File: src/rtl/ysyx_24080014_ifu_if.sv
// rtl/ysyx_24080014_ifu_if.sv - AXI4-Lite read channel bundle between the IFU and instruction memory
//
// Purpose: groups the read-address and read-data channel signals.
// Modports:
//   master - IFU side: drives arvalid/araddr/rready, receives arready/rvalid/rdata/rresp
//   slave  - memory side: the mirror image of master
interface ysyx_24080014_ifu_if #(
  parameter int ADDR_W = 32,
  parameter int DATA_W = 32
);
  logic              arvalid;
  logic              arready;
  logic [ADDR_W-1:0] araddr;
  logic              rvalid;
  logic              rready;
  logic [DATA_W-1:0] rdata;
  logic [1:0]        rresp;

  modport master (
    output arvalid, araddr, rready,
    input  arready, rvalid, rdata, rresp
  );

  modport slave (
    input  arvalid, araddr, rready,
    output arready, rvalid, rdata, rresp
  );
endinterface

File: src/rtl/ysyx_24080014_ifu.sv
// rtl/ysyx_24080014_ifu.sv - instruction fetch unit, one AXI4-Lite read per instruction
//
// Purpose: fetches the word at pc and returns it with a one-cycle inst_ready pulse
// that lets the PC register advance. One transaction outstanding, no prefetch.
// Ports:
//   clk        in   core clock
//   rst        in   asynchronous active-low reset
//   pc         in   current fetch address
//   fetch_en   in   permits a new fetch (sampled in IDLE)
//   inst       out  last fetched instruction (registered)
//   inst_ready out  one-cycle completion pulse
//   inst_fault out  one-cycle fault pulse, coincident with inst_ready
//   axi        master modport of the AXI4-Lite read channel
module ysyx_24080014_ifu #(
  parameter int ADDR_W = 32,
  parameter int DATA_W = 32
) (
  input  logic              clk,
  input  logic              rst,
  input  logic [ADDR_W-1:0] pc,
  input  logic              fetch_en,
  output logic [DATA_W-1:0] inst,
  output logic              inst_ready,
  output logic              inst_fault,
  ysyx_24080014_ifu_if.master axi
);

  localparam logic [1:0] S_IDLE = 2'd0;
  localparam logic [1:0] S_AR   = 2'd1;
  localparam logic [1:0] S_R    = 2'd2;

  logic [1:0]        state_q,      state_d;
  logic [ADDR_W-1:0] araddr_q,     araddr_d;
  logic              arvalid_q,    arvalid_d;
  logic              rready_q,     rready_d;
  logic [DATA_W-1:0] inst_q,       inst_d;
  logic              inst_ready_q, inst_ready_d;
  logic              inst_fault_q, inst_fault_d;

  always_comb begin
    state_d      = state_q;
    araddr_d     = araddr_q;
    arvalid_d    = arvalid_q;
    rready_d     = rready_q;
    inst_d       = inst_q;
    inst_ready_d = 1'b0;
    inst_fault_d = 1'b0;

    case (state_q)
      S_IDLE: begin
        // While inst_ready is high the PC register has not yet advanced, so
        // pc is stale; launching now would refetch the same address.
        if (fetch_en && !inst_ready_q) begin
          if (pc[1:0] == 2'b00) begin
            araddr_d  = pc;
            arvalid_d = 1'b1;
            state_d   = S_AR;
          end else begin
            // Misaligned: complete immediately as a fault without touching the bus.
            inst_d       = '0;
            inst_ready_d = 1'b1;
            inst_fault_d = 1'b1;
          end
        end
      end

      S_AR: begin
        if (axi.arready) begin
          arvalid_d = 1'b0;
          rready_d  = 1'b1;
          state_d   = S_R;
        end
      end

      S_R: begin
        if (axi.rvalid) begin
          rready_d     = 1'b0;
          inst_d       = axi.rdata;
          inst_ready_d = 1'b1;
          inst_fault_d = |axi.rresp;
          state_d      = S_IDLE;
        end
      end

      default: begin
        state_d   = S_IDLE;
        arvalid_d = 1'b0;
        rready_d  = 1'b0;
      end
    endcase
  end

  always_ff @(posedge clk or negedge rst) begin
    if (!rst) begin
      state_q      <= S_IDLE;
      araddr_q     <= '0;
      arvalid_q    <= 1'b0;
      rready_q     <= 1'b0;
      inst_q       <= '0;
      inst_ready_q <= 1'b0;
      inst_fault_q <= 1'b0;
    end else begin
      state_q      <= state_d;
      araddr_q     <= araddr_d;
      arvalid_q    <= arvalid_d;
      rready_q     <= rready_d;
      inst_q       <= inst_d;
      inst_ready_q <= inst_ready_d;
      inst_fault_q <= inst_fault_d;
    end
  end

  assign axi.arvalid = arvalid_q;
  assign axi.araddr  = araddr_q;
  assign axi.rready  = rready_q;
  assign inst        = inst_q;
  assign inst_ready  = inst_ready_q;
  assign inst_fault  = inst_fault_q;

endmodule

File: src/flat_wrapper.sv
// flat-port wrapper written by rule: the top's interface ports become plain ports
module ysyx_24080014_ifu_flat 
#(
  parameter int ADDR_W = 32,
  parameter int DATA_W = 32
)
  (clk, rst, pc, fetch_en, inst, inst_ready, inst_fault, axi_arvalid, axi_araddr, axi_rready, axi_arready, axi_rvalid, axi_rdata, axi_rresp);
  ysyx_24080014_ifu_if #(.ADDR_W(ADDR_W), .DATA_W(DATA_W)) axi_i ();
  input  logic clk;
  input  logic rst;
  input  logic [ADDR_W-1:0] pc;
  input  logic fetch_en;
  output logic [DATA_W-1:0] inst;
  output logic inst_ready;
  output logic inst_fault;
  output wire logic [$bits(axi_i.arvalid)-1:0] axi_arvalid;
  output wire logic [$bits(axi_i.araddr)-1:0] axi_araddr;
  output wire logic [$bits(axi_i.rready)-1:0] axi_rready;
  input wire logic [$bits(axi_i.arready)-1:0] axi_arready;
  input wire logic [$bits(axi_i.rvalid)-1:0] axi_rvalid;
  input wire logic [$bits(axi_i.rdata)-1:0] axi_rdata;
  input wire logic [$bits(axi_i.rresp)-1:0] axi_rresp;
  assign axi_arvalid = axi_i.arvalid;
  assign axi_araddr = axi_i.araddr;
  assign axi_rready = axi_i.rready;
  assign axi_i.arready = axi_arready;
  assign axi_i.rvalid = axi_rvalid;
  assign axi_i.rdata = axi_rdata;
  assign axi_i.rresp = axi_rresp;
  ysyx_24080014_ifu #(.ADDR_W(ADDR_W), .DATA_W(DATA_W)) u_core (.clk(clk), .rst(rst), .pc(pc), .fetch_en(fetch_en), .inst(inst), .inst_ready(inst_ready), .inst_fault(inst_fault), .axi(axi_i));
endmodule
File: config.mk
export PLATFORM = sky130hd
export DESIGN_NAME = ysyx_24080014_ifu_flat
export DESIGN_NICKNAME = d
export VERILOG_FILES = /design/src/rtl/ysyx_24080014_ifu_if.sv /design/src/rtl/ysyx_24080014_ifu.sv /design/src/flat_wrapper.sv
export SDC_FILE = /design/constraint.sdc
export NUM_CORES = 1
export LEC_CHECK = 0
export CAP_MARGIN = 20
export CORE_MARGIN = 2
export CORE_UTILIZATION = 30
export CTS_CLUSTER_SIZE = 40
export DETAILED_ROUTE_END_ITERATION = 10
export SYNTH_ARGS = -nofsm -noshare
export SYNTH_HDL_FRONTEND = slang
export SYNTH_SLANG_ARGS = --single-unit
File: constraint.sdc
create_clock -name clk -period 2.31 [get_ports clk]
set_input_delay 0.3465 -clock clk [delete_from_list [all_inputs] [get_ports clk]]
set_output_delay 0.3465 -clock clk [all_outputs]
set_load 0.05 [all_outputs]
==> results.ini <==
[route]
detail-route-antenna-nets = 0
drt_first_pass_iters = 6
dr_total_vias = 2370
routed_wire_length_per_instance_um = 14.87
routed_wirelength_mm = 7.656
dr.first_iter.drc_count = 86
vias_per_cell = 4.602
drc = 0

[clock_network]
cts_buffers = 9
clk_pin_slew_ps = 80
cts_sinks = 70
worst_skew_pair.late_latency_ps = 330
cts_repair_resize_count = 0
clk_root_buffer_cell = sky130_fd_sc_hd__clkbuf_8
htree_levels = 3
cts_hold_buffers = 0
ctsLongestPathBuffers = 2
tritoncts = built
postCtsSetupBuffers = 0

[floorplanning]
fp.dieW_um = 103.2
top_level_ports = 139
placeableCoreArea_um2 = 9684
die_area_um2 = 10650
die_h_um = 103.2
start_util_pct = 30.49
core.rowCount = 36

[cells_and_area]
fin_util_pct = 48.84
layout-area-overhead-vs-synth_pct = 60.17
layout_common_cells = sky130_fd_sc_hd__clkdlybuf4s50_1, sky130_fd_sc_hd__dfrtp_1, sky130_fd_sc_hd__nand2_1
n_fill_cell = 890
post_route_cells_drive_above_1_share_pct = 15.45
area_of_the_multi_input_gates_um2 = 1086
most_frequent_standard_cell_in_the_layout_excluding_fill_and_tap_cells = sky130_fd_sc_hd__clkdlybuf4s50_1
antenna_cells = 0
final_stage_net_count = 448
register_area_um2 = 1752
postLayoutCellArea_um2 = 4730

[place]
detailed_place.area_um2 = 4459
io_buffers = 138
dpl_worst_slack_ps = -96.39
hpwl_mm = 5.278
globalplace.congestion = 0.7228

[min_path]
hold_path.class = in -> async

[synth]
ys_seq_area_share_pct = 59.32
count_of_mapped_cells_out_of_synthesis = 238
netlist.top_cell.by_area = sky130_fd_sc_hd__dfrtp_1
area_share_of_the_largest_cell_type_after_synthesis_pct = 59.32
synth_edf_count = 0
ys.warnings.count = 0
netlist_area_um2 = 2953
synth-async-reset-ratio_pct = 100.0
ys.flop_type = sky130_fd_sc_hd__dfrtp_1
synth_fp_nets = 309
yosys_register_bits = 70
yosys-top-cells-area = sky130_fd_sc_hd__dfrtp_1, sky130_fd_sc_hd__mux2_4, sky130_fd_sc_hd__a22oi_1
synthDistinctLibCells = 19
syn-mean-instance-area_um2 = 12.41

[timing]
max_freq_mhz = 485.7
timing_hold_violations_final = 0
fin_skew_ps = 5.959
final_min_period_over_clock_period_pct = 89.12
final.min_clock_period_ps = 2059
worst_margin_pin_slew_ps = 892.8
setup_slack_ps = 251.2
grt_setup_unrepaired = false
setup_tns_ps = 0
number_of_endpoints_failing_setup_at_the_final_stage = 0
timing.final.max_slew_violations = 0
timing.max_slew.rel_slack_pct = 40.48

[status]
outcome = finished, final reports clean

[setup_path]
worst_setup_path_start_kind = input port
crit_required_ps = 2530
worstReg2RegEnd = u_core.axi.araddr[31]$_DFFE_PN0P_
timing_worst_setup_path_type = in -> reg
reg2reg_depth = 4
worstPathArrival_ps = 2280
critPathMaxFanout = 34
setup.worst_path.end_class = flop
r2r-start = u_core.inst_ready$_DFF_PN0_
reg2reg_setup_slack_ps = 250

[global_route]
grt_max_degree = 71
overflow = 0
wire_length_of_the_first_global_routing_pass_mm = 11.70
number_of_antenna_violations_at_the_first_check_in_global_routing = 0
grt_pass1_vias = 2320
track_usage_pct = 14.39

[job]
maxCapViolCount = 0

[power_and_ir_drop]
power.density_nw_per_um2 = 1443
ir_drop_uv = 533.2
power_leakage_nw = 2.031

[registers in the layout, indices dropped and copies added (netlist names)]
name,cells
u_core.state_q,2
u_core.axi.arvalid,1
u_core.axi.rready,1
u_core.inst_ready,1
u_core.inst,32
u_core.inst_fault,1
u_core.axi.araddr,32
[logic make-up after synthesis]
logic type | after synthesis | synth area share, %
AOI/OAI and AO/OA | 72 | 15.00
DFF | 70 | 59.32
and+or+nand+nor | 47 | 6.907
muxes | 30 | 14.75
buffers and inverters | 19 | 4.025
[power breakdown]
group / internal [W] / switching [W]
clock: 0.000854 / 0.000460
combinational: 0.00129 / 0.00220
sequential: 0.00170 / 0.000320
total: 0.00384 / 0.00298
[metal layers]
| metal | vias to the layer above | part of all wire, % | GRT usage [%] |
|---|---|---|---|
| li1 | 1118 | - | - |
| met2 | 89 | 47 | 22.13 |
| met5 | - | 0 | 0 |
| met4 | 0 | 0.40 | 5.466 |
| met3 | 2 | 7.3 | 4.772 |
| met1 | 1161 | 45 | 18.92 |
[cell usage after synthesis (2+ instances only)]
library cell and n:
sky130_fd_sc_hd__clkbuf_1 14, sky130_fd_sc_hd__a22oi_1 32, sky130_fd_sc_hd__a21oi_1 3, sky130_fd_sc_hd__buf_6 2
sky130_fd_sc_hd__nor2_1 3, sky130_fd_sc_hd__nand2_1 37, sky130_fd_sc_hd__o21ai_0 36, sky130_fd_sc_hd__buf_12 2
sky130_fd_sc_hd__mux2_2 4, sky130_fd_sc_hd__dfrtp_1 70, sky130_fd_sc_hd__and2_1 2, sky130_fd_sc_hd__mux2_4 26
[layout make-up]
class                      count  share of cell area, %
inverter                       1                0.07937
multi-input combinational    149                  22.96
clock buffer                  10                  2.910
tap                          133                  3.519
timing repair buffer         146                  30.69
clock inverter                 6                  2.804
sequential                    70                  37.04
[critical path, stage by stage]
cell	delay, ps
sky130_fd_sc_hd__clkdlybuf4s50_1	460
sky130_fd_sc_hd__or4b_4	460
sky130_fd_sc_hd__or3_2	460
sky130_fd_sc_hd__buf_12	200
sky130_fd_sc_hd__mux2_4	320
[worst max-delay path by stage]
stage / from / end / slack (ps) / cells past startpoint
after detailed placement: fetch_en / u_core.axi.araddr[10]$_DFFE_PN0P_ / -100 / 5
final: fetch_en / u_core.axi.araddr[31]$_DFFE_PN0P_ / 250 / 5
after floorplan: u_core.inst_ready$_DFF_PN0_ / u_core.axi.araddr[10]$_DFFE_PN0P_ / 140 / 5
after global placement: fetch_en / u_core.axi.araddr[7]$_DFFE_PN0P_ / -60 / 5
after CTS: u_core.inst_ready$_DFF_PN0_ / u_core.axi.araddr[10]$_DFFE_PN0P_ / 250 / 4
after global routing: u_core.inst_ready$_DFF_PN0_ / u_core.axi.araddr[9]$_DFFE_PN0P_ / 190 / 4
[stage by stage]
step | std cells | power [W] | hold WS, ps
4_1_cts | 515 | 0.006904 | 158.2
6_report | 515 | 0.006823 | 135.0
2_1_floorplan | 238 | 0.004278 | 50.91
5_1_grt | 515 | 0.007160 | 206.0
3_5_place_dp | 499 | 0.005553 | 472.0
3_3_place_gp | 499 | 0.005515 | 468.4
Note: power is estimated with default switching activity, not from simulation.
